$ cat config.mk
export PLATFORM = sky130hd
export DESIGN_NAME = regwb
export DESIGN_NICKNAME = d
export VERILOG_FILES = /design/src/rtl/regwb.sv
export SDC_FILE = /design/constraint.sdc
export NUM_CORES = 1
export LEC_CHECK = 0
export CAP_MARGIN = 30
export CELL_PAD_IN_SITES_DETAIL_PLACEMENT = 1
export CELL_PAD_IN_SITES_GLOBAL_PLACEMENT = 2
export CORE_MARGIN = 3
export CORE_UTILIZATION = 35
export DETAILED_ROUTE_END_ITERATION = 10
export PLACE_DENSITY_LB_ADDON = 0.1
export SYNTH_ARGS = -nofsm -noshare
export SYNTH_HDL_FRONTEND = slang
export SYNTH_SLANG_ARGS = --single-unit
$ cat constraint.sdc
create_clock -name clk -period 4.3 [get_ports clk]
set_clock_uncertainty 0.05 [all_clocks]
set_input_delay 0.86 -clock clk [delete_from_list [all_inputs] [get_ports clk]]
set_output_delay 0.86 -clock clk [all_outputs]
set_load 0.1 [all_outputs]
$ cat src/rtl/regwb.sv
// Register-file write-back arbiter: a single-cycle ALU result always wins,
// and queued load/multiply results share the write port round-robin.
module regwb #(
    parameter int DEPTH = 2
) (
    input  logic        clk,
    input  logic        rst,
    input  logic        alu_valid,
    input  logic [4:0]  alu_reg,
    input  logic [31:0] alu_data,
    input  logic        mem_valid,
    output logic        mem_ready,
    input  logic [4:0]  mem_reg,
    input  logic [31:0] mem_data,
    input  logic        mul_valid,
    output logic        mul_ready,
    input  logic [4:0]  mul_reg,
    input  logic [31:0] mul_data,
    output logic        regwrite,
    output logic [4:0]  wrreg,
    output logic [31:0] wrdata,
    output logic        idle
);
    localparam int PW = (DEPTH > 2) ? 2 : 1;
    localparam int CW = PW + 1;
    localparam logic [CW-1:0] FULL = CW'(DEPTH);

    logic [36:0]   mem_q [DEPTH];
    logic [36:0]   mul_q [DEPTH];
    logic [PW-1:0] mem_wr, mem_rd, mul_wr, mul_rd;
    logic [CW-1:0] mem_cnt, mul_cnt;
    logic          rr;

    logic          alu_req, mem_push, mul_push, mem_pop, mul_pop, rr_flip;
    logic [36:0]   win;

    function automatic logic [CW-1:0] next_count(input logic [CW-1:0] cnt,
                                                 input logic push,
                                                 input logic pop);
        case ({push, pop})
            2'b10:   return cnt + CW'(1);
            2'b01:   return cnt - CW'(1);
            default: return cnt;
        endcase
    endfunction

    // Ready depends only on registered occupancy, never on the offered valid.
    assign mem_ready = (mem_cnt < FULL);
    assign mul_ready = (mul_cnt < FULL);
    assign idle      = (mem_cnt == '0) && (mul_cnt == '0) && !regwrite;

    // Register 0 writes complete the handshake but never enter a queue.
    assign alu_req  = alu_valid && (alu_reg != 5'd0);
    assign mem_push = mem_valid && mem_ready && !rst && (mem_reg != 5'd0);
    assign mul_push = mul_valid && mul_ready && !rst && (mul_reg != 5'd0);

    // Arbitration sees only pre-edge occupancy, so a fresh push cannot win yet.
    always_comb begin
        mem_pop = 1'b0;
        mul_pop = 1'b0;
        rr_flip = 1'b0;
        win     = {alu_reg, alu_data};
        if (!alu_req) begin
            if ((mem_cnt != '0) && (mul_cnt != '0)) begin
                rr_flip = 1'b1;
                if (rr) mul_pop = 1'b1;
                else    mem_pop = 1'b1;
            end else if (mem_cnt != '0) begin
                mem_pop = 1'b1;
            end else if (mul_cnt != '0) begin
                mul_pop = 1'b1;
            end
            if (mem_pop)      win = mem_q[mem_rd];
            else if (mul_pop) win = mul_q[mul_rd];
        end
    end

    always_ff @(posedge clk) begin
        if (mem_push) mem_q[mem_wr] <= {mem_reg, mem_data};
        if (mul_push) mul_q[mul_wr] <= {mul_reg, mul_data};
    end

    always_ff @(posedge clk) begin
        if (rst) begin
            mem_wr   <= '0;
            mem_rd   <= '0;
            mem_cnt  <= '0;
            mul_wr   <= '0;
            mul_rd   <= '0;
            mul_cnt  <= '0;
            rr       <= 1'b0;
            regwrite <= 1'b0;
            wrreg    <= '0;
            wrdata   <= '0;
        end else begin
            if (mem_push) mem_wr <= mem_wr + PW'(1);
            if (mem_pop)  mem_rd <= mem_rd + PW'(1);
            if (mul_push) mul_wr <= mul_wr + PW'(1);
            if (mul_pop)  mul_rd <= mul_rd + PW'(1);
            mem_cnt  <= next_count(mem_cnt, mem_push, mem_pop);
            mul_cnt  <= next_count(mul_cnt, mul_push, mul_pop);
            rr       <= rr ^ rr_flip;
            regwrite <= alu_req || mem_pop || mul_pop;
            if (alu_req || mem_pop || mul_pop) begin
                wrreg  <= win[36:32];
                wrdata <= win[31:0];
            end
        end
    end
endmodule

# Yosys cells after proc, flatten, opt, wreduce, memory -nomap -nowiden
# Memories as Yosys holds them, arrays and structs flattened. A register that Yosys moved wholly into a read port is not among the register bits.
# Index checks and enable logic that the tools add are counted.
dict set report classes {
  n_eq_ne 4
  addsub 8
  magnitude_cmp 2
  reduce_logical 23
  muxes 26
  n_bitwise 1
}
# op count
set ops {}
lappend ops {{$mux 37} 3}
lappend ops {{$mux 1} 21}
lappend ops {{$reduce_bool 5->1} 3}
lappend ops {{$logic_and 1x1->1} 10}
lappend ops {{$pmux 2 s2} 2}
lappend ops {{$reduce_bool 2->1} 4}
lappend ops {{$add 1x1->1 const B} 4}
lappend ops {{$add 2x1->2 const B} 2}
lappend ops {{$eq 2x1->1 const B} 2}
lappend ops {{$eq 2x2->1 const B} 2}
lappend ops {{$logic_not 2->1} 2}
lappend ops {{$lt 2x2->1 const B} 2}
lappend ops {{$sub 2x1->2 const B} 2}
lappend ops {{$logic_not 1->1} 2}
lappend ops {{$logic_or 1x1->1} 2}
lappend ops {{$xor 1x1->1} 1}
dict set report totals {
  ram_bits 148
  output_inout_bits 41
  input_bits 116
  ff_bits 47
  wordCells 76
  mem_count 2
}
# name words width rd rd_clocked_by_memory_dff wr line
set mem_list {}
lappend mem_list {mem_q 2 37 1 1 1 28} ;# logic [36:0] mem_q [DEPTH];
lappend mem_list {mul_q 2 37 1 1 1 29} ;# logic [36:0] mul_q [DEPTH];

# Depth between registers and ports, before layout
# Gate-level depths: netlist (run 1).
dict set report depth {
  word_depth 8
  ltp_mapped 9
  depth_no_buf 7
}

# Least setup slack after synthesis (run 1)
# Ideal clock, no wire load.
dict set report synth_timing {
  path_type {register to output}
  from {reg mul_cnt[1]}
  to {out idle}
  required_ps 3390
  n_path_buf 3
  arrival_time_ps 2485
  path_slack_ps 905
  stages_incl_launch_ff 7
  path_cell_list {dfxtp_1 -> or2_1 -> clkbuf_1 -> or2_1 -> clkbuf_1 -> buf_2 -> nor2_1}
}
dict set report synth_via {
  elab_chain_cells 3
}
# item line
set synth_rtl {}
lappend synth_rtl {{start: declaration} 31} ;# logic [CW-1:0] mem_cnt, mul_cnt;
lappend synth_rtl {{start signal: assignment} 101} ;# mul_cnt <= next_count(mul_cnt, mul_push, mul_pop);
lappend synth_rtl {{$logic_not 2->1} 50} ;# assign idle = (mem_cnt == '0) && (mul_cnt == '0) && !regwrite;
lappend synth_rtl {{$logic_and 1x1->1 (2 in series)} 50}
lappend synth_rtl {{end: declaration} 22} ;# output logic idle
# No other way between the ends.

# Worst setup path after layout (run 1)
dict set report layout_timing {
  from {reg mem_cnt[1]}
  to {out idle}
}
dict set report layout_via {
  elab_chain_cells 3
}
# item line
set layout_rtl {}
lappend layout_rtl {{start: declaration} 31}
lappend layout_rtl {{start signal: assignment} 100} ;# mem_cnt <= next_count(mem_cnt, mem_push, mem_pop);
lappend layout_rtl {{$logic_not 2->1} 50}
lappend layout_rtl {{$logic_and 1x1->1 (2 in series)} 50}
# No other way between the ends.

==> results of run 1 <==
-- synth_stat cells --
cell type	number
buf_2	19
o211ai_1	2
nor2_1	24
o21ai_0	2
or4_1	2
nand2b_1	1
inv_1	4
nand2_1	28
xnor2_1	4
xor2_1	2
a222oi_1	1
nand3_1	64
o21a_1	1
and2_1	2
edfxtp_1	148
nor2b_1	1
dfxtp_1	49
a22oi_1	10
ha_1	2
mux2_2	22
o21ai_1	6
or3_1	4
a311oi_1	10
o2111ai_1	26
or2_1	3
o21bai_1	1
or4_4	1
a221oi_1	1
a21oi_1	32
clkbuf_1	23
mux2i_1	52
-- registers in the layout, summed over array words and instances (netlist names), named ones only --
name      count
mul_q        74
mul_wr        1
mul_rd        1
mem_cnt       2
mem_rd        1
mul_cnt       2
wrreg         5
mem_q        74
mem_wr        1
regwrite      1
rr            1
wrdata       32
-- cell families after synthesis --
logic type	Yosys count
AND/OR/NAND/NOR	130
flip-flops	197
AO/OA/AOI/OAI	92
multiplexers	74
XOR/XNOR	6
buffers and inverters	46
adder cells (fa/ha/maj)	2
-- metal layers --
metal | wire length, um | global-route usage
met2 | 11200 | 0.3311
met5 | 0 | 0
met3 | 932 | 0.03917
met1 | 9548 | 0.2358
met4 | 262 | 0.04163
-- worst max-delay path, cell delays in order, from the launching register on --
cell	delay, ps
dfxtp_1	480
or2_1	680
or2_1	200
buf_4	380
nor2_1	130
buf_12	190
-- power by group through the flow --
stage	clock network, mW	registers, mW	logic [mW]
detailed placement	0	2.49	2.57
global route	1.71	2.47	2.71
floorplan	0	3.07	1.12
global placement	0	2.51	2.46
CTS	1.63	2.45	2.58
finish	1.59	2.44	2.55
-- worst min-delay path by stage --
stage                        start  endpoint  slack, ps  depth (start not counted)
6_report       mem_rd$_SDFFE_PP0P_  register        460                          2
3_3_place_gp   mem_rd$_SDFFE_PP0P_  register        420                          2
5_1_grt        mem_rd$_SDFFE_PP0P_  register        490                          2
4_1_cts        mem_rd$_SDFFE_PP0P_  register        440                          2
3_5_place_dp   mem_rd$_SDFFE_PP0P_  register        440                          2
2_1_floorplan  mem_rd$_SDFFE_PP0P_  register        420                          2
-- final cells by class --
type	instances	area, um^2	area share
Antenna cell	1	2.502	0.0002430
Clock buffer	17	425.4	0.04131
Clock inverter	15	161.4	0.01567
Inverter	4	15.01	0.001458
Multi-Input combinational cell	304	2152	0.2090
Sequential cell	197	5428	0.5271
Tap cell	275	344.1	0.03341
Timing Repair Buffer	172	1769	0.1718
-- per-stage QoR --
stage | power (mW) | instance area [um^2] | instances | worst slack [ps] | hold WS (ps)
final | 6.586 | 10300 | 985 | 877.7 | 459.4
after global routing | 6.892 | 10290 | 984 | 745.3 | 489.2
after CTS | 6.653 | 10290 | 984 | 852.9 | 443.6
after detailed placement | 5.058 | 9708 | 952 | 754.5 | 438.2
after global placement | 4.972 | 9613 | 947 | 805.8 | 424.8
after floorplan | 4.191 | 7717 | 547 | 904.7 | 417.3
==> summary.txt, run 1 <==
Detailed routing
  • Via count: 5219
  • Vias per cell: 5.298
  • DRC violations left: 0
  • WL per Instance: 22.27 um
  • Antenna Nets Post-Route: 0
  • DR pass1 iterations: 4
  • Drt total wl: 21940 um
  • Iteration-0 DRC Markers: 276

Power
  • Cell Pwr Density: 639.6 mW/mm^2
  • Sequential share of power: 0.371
  • Peak VDD IR: 0.3794 mV
  • Logic pwr share: 0.388
  • Sw frac: 0.4096
  • Leak: 3.309 nW
  • Psw: 2.697 mW
  • Clock power share: 0.241
  • Internal power: 3.888 mW

Clocking
  • TritonCTS Sinks: 197
  • Root Driver: clkbuf_16
  • Reg clk slew, reported paths: 70 ps
  • CTS resizes: 0
  • CTS Buffer Depth: 2
  • Post-CTS Hold Buffers: 0
  • Num CTS Buffers: 17
  • H-Tree Depth: 4
  • CTS tree: yes
  • Post CTS Setup Buffer Count: 0
  • Worst skew pair latency: 440 ps

Yosys
  • Post-synthesis compound-gate area fraction: 0.08285
  • Adder-Cell Fraction of Synth Area: 0.003243
  • Post-Synthesis Cells: 547
  • Xor/xnor share of the synthesized area: 0.006809
  • Syn Nets: 665
  • Simple-gate portion of the synthesized area: 0.07912
  • Post-Syn Area per Cell: 14.11 um^2
  • Yosys warns: 0
  • Register area share after synthesis: 0.7030
  • Top-area cell type share of the netlist area: 0.5759
  • Synth Cell Area: 0.007717 mm^2
  • Largest cells by area after synthesis: edfxtp_1 (58%), dfxtp_1 (13%), mux2i_1 (6.7%)
  • Largest family of logic cells by synthesized area: multiplexers
  • Cell accounting for the most synthesized area: edfxtp_1
  • Netlist cell types: 31
  • Post-synthesis mux area share: 0.09955
  • FF+latch count, synth: 197

Outcome
  • Status: finished, final reports clean

Critical path
  • Crit path required time: 3390 ps
  • End of the worst register-to-register path: mem_cnt[1]$_SDFFE_PP0P_
  • Worst setup path endpoint: idle
  • Worst Setup Path Type: register to output port
  • Max FO, Critical Path: 27
  • CP Launch Point: mem_cnt[1]$_SDFFE_PP0P_
  • Reg2reg start: mem_cnt[1]$_SDFFE_PP0P_
  • CP startpoint kind: register
  • WP data arrival: 2510 ps
  • R2R setup slack: 1070 ps
  • Worst setup EP type: output port
  • Reg2Reg Depth: 7

Run
  • Total of max-cap violations: 0

Place
  • Post-detail-place hpwl: 14500 um
  • Port-buffer cells: 156
  • Placer Congestion: 0.7420

Cells and area
  • Commonest non-fill, non-tap cell in the layout: clkdlybuf4s50_1
  • Area Overhead vs Synth: 33.43%
  • Commonest cells after routing, fill and taps aside: clkdlybuf4s50_1 (154), edfxtp_1 (148), nand3_1 (64)
  • Fill cell count: 2111
  • Layout cell share with drive strength beyond 1: 0.1171
  • Final #Nets: 814
  • Post-layout util: 0.4822

Die
  • Die ar.: 0.02387 mm^2
  • Starting Density: 0.3614
  • I/O Pins: 157
  • Die Ht: 154.5 um
  • Core footprint: 0.02135 mm^2
  • Die Width: 154.5 um
  • Cell Rows: 53

STA
  • Setup_tns: 0 ps
  • RSZ-0062 raised after global routing: no
  • Final slew viol count: 0
  • Rel. slew slack: 0.3277
  • Final number of setup-violating endpoints: 0
  • Worst-margin pin slew: 1005 ps
  • Max Freq: 0.2922 GHz
  • Final Hold Viols: 0
  • Final Cycle Share: 0.7959
  • Fin crit period: 3422 ps

GRT
  • Total GRT Usage: 0.1869
  • Number of global-route vias before repair: 5912
  • First-pass GRT wire length: 34070 um
  • Initial antenna violation count: 0
  • Grt total ovfl: 0
  • Largest net degree at the start of global routing: 49

Worst hold path
  • Hold WC Path Type: register to register
No activity file was read; power rests on OpenSTA's default activity.
==> inputs of run 2 (changes only) <==
Clock period 4.3 ns to 3.6 ns, I/O delays scaled along.
==> summary.txt, run 2 (synthesis results as in run 1) <==
Critical path
  • CP Launch Point: mem_cnt[1]$_SDFFE_PP0P_
  • CP startpoint kind: register
  • Worst setup path endpoint: idle
  • Reg2Reg Depth: 7
  • Worst setup EP type: output port
  • Max FO, Critical Path: 14
  • R2R setup slack: 1050 ps
  • Reg2reg start: mem_cnt[1]$_SDFFE_PP0P_
  • WP data arrival: 2070 ps
  • Worst Setup Path Type: register to output port
  • Crit path required time: 2830 ps
  • End of the worst register-to-register path: mem_cnt[1]$_SDFFE_PP0P_

STA
  • Final number of setup-violating endpoints: 0
  • Max Freq: 0.3520 GHz
  • WHS: 463.7 ps
  • RSZ-0062 raised after global routing: no
  • Fin crit period: 2841 ps
  • Final slew viol count: 0
  • Rel. slew slack: 0.3293
  • Setup_tns: 0 ps
  • Final Cycle Share: 0.7892
  • Final Hold Viols: 0
  • Worst-margin pin slew: 1003 ps

Detailed routing
  • Antenna Nets Post-Route: 0
  • Drt total wl: 21580 um
  • Iteration-0 DRC Markers: 286
  • DR pass1 iterations: 4
  • WL per Instance: 21.82 um
  • Via count: 5214
  • DRC violations left: 0
  • Vias per cell: 5.272

GRT
  • Total GRT Usage: 0.1835
  • Grt total ovfl: 0
  • First-pass GRT wire length: 33450 um
  • Largest net degree at the start of global routing: 49
  • Number of global-route vias before repair: 5829
  • Initial antenna violation count: 0

Cells and area
  • Post-layout util: 0.4814
  • Commonest cells after routing, fill and taps aside: clkdlybuf4s50_1 (152), edfxtp_1 (148), nand3_1 (64)
  • N_diodes: 0
  • Post-route cell area: 0.01028 mm^2
  • Commonest non-fill, non-tap cell in the layout: clkdlybuf4s50_1
  • Layout cell share with drive strength beyond 1: 0.1261
  • Biggest regs: mem_q x74, mul_q x74, wrdata x32
  • Fill cell count: 2153
  • Area Overhead vs Synth: 33.20%
  • Final #Nets: 819

Die
  • Cell Rows: 53
  • Core footprint: 0.02135 mm^2
  • I/O Pins: 157
  • Starting Density: 0.3614
  • Die Width: 154.5 um
  • Die Ht: 154.5 um
  • Die ar.: 0.02387 mm^2

Clocking
  • Reg clk slew, reported paths: 70 ps
  • Num CTS Buffers: 17
  • Post-CTS Hold Buffers: 0
  • Worst skew pair latency: 430 ps
  • TritonCTS Sinks: 197
  • CTS Buffer Depth: 2
  • Root Driver: clkbuf_16
  • H-Tree Depth: 4
  • CTS resizes: 0
  • Post CTS Setup Buffer Count: 0
  • CTS tree: yes

Power
  • Sw frac: 0.4024
  • Sequential share of power: 0.371
  • Cell Pwr Density: 762.9 mW/mm^2
  • Clock power share: 0.245
  • Internal power: 4.687 mW
  • Logic pwr share: 0.384
  • Peak VDD IR: 0.4558 mV
  • Psw: 3.156 mW
  • Leak: 3.327 nW
  • Tot Pwr: 7.843 mW

Place
  • Port-buffer cells: 156
  • Placer Congestion: 0.7316
  • Dpl cell area: 0.009683 mm^2
  • Post-detail-place hpwl: 14400 um

Run
  • Total of max-cap violations: 0

Worst hold path
  • Hold WC Path Type: register to register

Outcome
  • Status: finished, final reports clean
==> run 2: worst min-delay path by stage <==
stage                   startpoint                  end  depth (start not counted)
2_1_floorplan  mem_rd$_SDFFE_PP0P_             register                          2
3_3_place_gp   mem_rd$_SDFFE_PP0P_             register                          2
3_5_place_dp   mem_rd$_SDFFE_PP0P_  mem_rd$_SDFFE_PP0P_                          2
4_1_cts        mem_rd$_SDFFE_PP0P_  mem_rd$_SDFFE_PP0P_                          2
5_1_grt        mem_rd$_SDFFE_PP0P_  mem_rd$_SDFFE_PP0P_                          2
6_report       mem_rd$_SDFFE_PP0P_             register                          2
==> run 2: metal layers <==
metal  vias up  track usage  wire length, um
met5         -            0                0
met1      2643       0.2302             9329
met4         0      0.05845              353
met2       136       0.3215            11060
met3        23      0.03386              833
li1       2412            -                -
==> run 2: area by class of cell <==
cell class / count / area (um^2) / area share
Multi-Input combinational cell: 304 / 2152 / 0.2093
Tap cell: 275 / 344.1 / 0.03347
Sequential cell: 197 / 5428 / 0.5280
Clock buffer: 17 / 425.4 / 0.04138
Inverter: 4 / 15.01 / 0.001461
Timing Repair Buffer: 177 / 1744 / 0.1697
Clock inverter: 15 / 171.4 / 0.01667
==> run 2: critical path, cell delays in order (launching register included) <==
cell	delay, ps
dfxtp_1	390
or2_1	500
or2_1	320
nor2_1	210
buf_12	210
==> run 2: through the flow <==
stage	std cells	setup WS, ps
after CTS	989	693.1
after global placement	957	636.3
after detailed placement	957	536.5
after global routing	989	652.5
after floorplan	547	344.7
final	989	759.0
==> run 2: power groups by stage <==
stage	Combinational [mW]	Clock (mW)	Sequential (mW)
after CTS	3.05	1.98	2.92
final	3.01	1.92	2.91
after global placement	3.02	0	2.95
after floorplan	1.34	0	3.67
after global routing	3.22	2.06	2.95
after detailed placement	3.04	0	2.97
==> inputs of run 3 (changes only) <==
Settings changed: CORE_UTILIZATION 35 to 32.
Clock period 3.6 ns to 2.4 ns, I/O delays scaled along.
==> summary.txt, run 3 (synthesis results as in run 1) <==
Worst hold path
  • Hold WC Path Type: register to register

Outcome
  • Status: finished, final reports clean

Critical path
  • Crit path required time: 2700 ps
  • Buf+Inv Stages, Crit Path: 1
  • CP startpoint kind: input pin
  • Worst Setup Path Type: input pin to register
  • Slowest-stage cell, CP: or4_1
  • Slowest stage delay, CP: 530 ps
  • Worst-path cell chain: clkdlybuf4s50_1 -> or4_1 -> o211ai_1 -> ha_1 -> or3_1 -> a21oi_1
  • Max FO, Critical Path: 2
  • CP top delay family: simple AND/OR/NAND/NOR gates
  • WP data arrival: 2590 ps
  • Worst setup EP type: register

Die
  • Cell Rows: 56
  • Die ar.: 0.02602 mm^2
  • Core footprint: 0.02361 mm^2
  • Die Ht: 161.3 um
  • Die Width: 161.3 um
  • Starting Density: 0.3268
  • I/O Pins: 157

Clocking
  • Post-CTS Hold Buffers: 0
  • CTS resizes: 0
  • CTS tree: yes
  • Root Driver: clkbuf_16
  • Worst skew pair latency: 430 ps
  • CTS Buffer Depth: 2
  • Reg clk slew, reported paths: 70 ps
  • H-Tree Depth: 4
  • Num CTS Buffers: 17
  • TritonCTS Sinks: 197
  • Post CTS Setup Buffer Count: 0

GRT
  • Number of global-route vias before repair: 5897
  • Initial antenna violation count: 0
  • Total GRT Usage: 0.1733
  • First-pass GRT wire length: 34110 um
  • Grt total ovfl: 0
  • Largest net degree at the start of global routing: 45

Cells and area
  • Area Overhead vs Synth: 36.48%
  • Commonest non-fill, non-tap cell in the layout: edfxtp_1
  • N_diodes: 0
  • Layout cell share with drive strength beyond 1: 0.2068
  • Post-route cell area: 0.01053 mm^2
  • Post-layout util: 0.4461
  • Final #Nets: 840
  • Biggest regs: mem_q x74, mul_q x74, wrdata x32
  • Commonest cells after routing, fill and taps aside: edfxtp_1 (148), clkdlybuf4s50_1 (114), buf_4 (69)
  • Fill cell count: 2410

STA
  • Final slew viol count: 0
  • Final Cycle Share: 0.9535
  • RSZ-0062 raised after global routing: no
  • Worst-margin pin slew: 536.6 ps
  • Final number of setup-violating endpoints: 0
  • Final Hold Viols: 0
  • Max Freq: 0.4370 GHz
  • Setup_tns: 0 ps
  • Rel. slew slack: 0.6422
  • Fin crit period: 2288 ps

Run
  • Total of max-cap violations: 0

Power
  • Peak VDD IR: 0.6217 mV
  • Cell Pwr Density: 1122 mW/mm^2
  • Leak: 3.520 nW
  • Tot Pwr: 11.82 mW

Detailed routing
  • DRC violations left: 0
  • WL per Instance: 20.86 um
  • Antenna Nets Post-Route: 0
  • Vias per cell: 4.959
  • Drt total wl: 21980 um
  • Iteration-0 DRC Markers: 292
  • Via count: 5227
  • DR pass1 iterations: 6

Place
  • Placer Congestion: 0.7567
  • Dpl cell area: 0.009943 mm^2
  • Post-detail-place hpwl: 14970 um
  • Port-buffer cells: 156
[run 3: per-stage QoR]
step                      instances  worst slack [ps]  hold slack (ps)
final                          1054             111.6            443.3
after global routing           1054             20.58            464.3
after CTS                      1054             23.04            452.2
after detailed placement       1022            -283.6            443.5
after global placement         1022            -258.8            415.3
after floorplan                 547            -532.6            417.3
[run 3: final cells by class]
class                      instances  area [um^2]  area share
multi-input combinational        304         2160      0.2050
clock inverter                    15        160.2     0.01521
timing repair buffer             198         1944      0.1846
inverter                           4        15.01    0.001426
tap                              319        399.1     0.03790
clock buffer                      17        425.4     0.04039
sequential                       197         5429      0.5154
[run 3: final timing paths]
path	endpoint	slack, ps	startpoint	cells past startpoint
hold / removal	register	440	mem_rd$_SDFFE_PP0P_	2
hold reg to reg	register	440	mem_rd$_SDFFE_PP0P_	2
setup / recovery	mem_cnt[1]$_SDFFE_PP0P_	110	mem_reg[0]	6
setup reg to reg	mul_cnt[1]$_SDFFE_PP0P_	400	mul_cnt[0]$_SDFFE_PP0P_	8
[run 3: tightest hold or removal path, delay by kind of cell (launching register included)]
kind             cells  cell delay [ps]
flip-flops           1              310
AND/OR/NAND/NOR      1               90
AO/OA/AOI/OAI        1               60
[run 3: power by group]
part	total (mW)	leakage, nW	switching (mW)	internal, mW
Clock	2.80	0.282	1.40	1.40
Combinational	4.66	1.47	3.19	1.47
Sequential	4.36	1.76	0.286	4.07
Total	11.8	3.52	4.88	6.93
[run 3: per-layer routing]
| metal | part of all wire | up-vias | track usage | wire length (um) |
|---|---|---|---|---|
| met5 | 0 | - | 0 | 0 |
| met4 | 0.0097 | 0 | 0.04145 | 214 |
| met3 | 0.035 | 16 | 0.03591 | 765 |
| met2 | 0.50 | 117 | 0.2992 | 11090 |
| met1 | 0.45 | 2634 | 0.2249 | 9910 |
| li1 | - | 2460 | - | - |
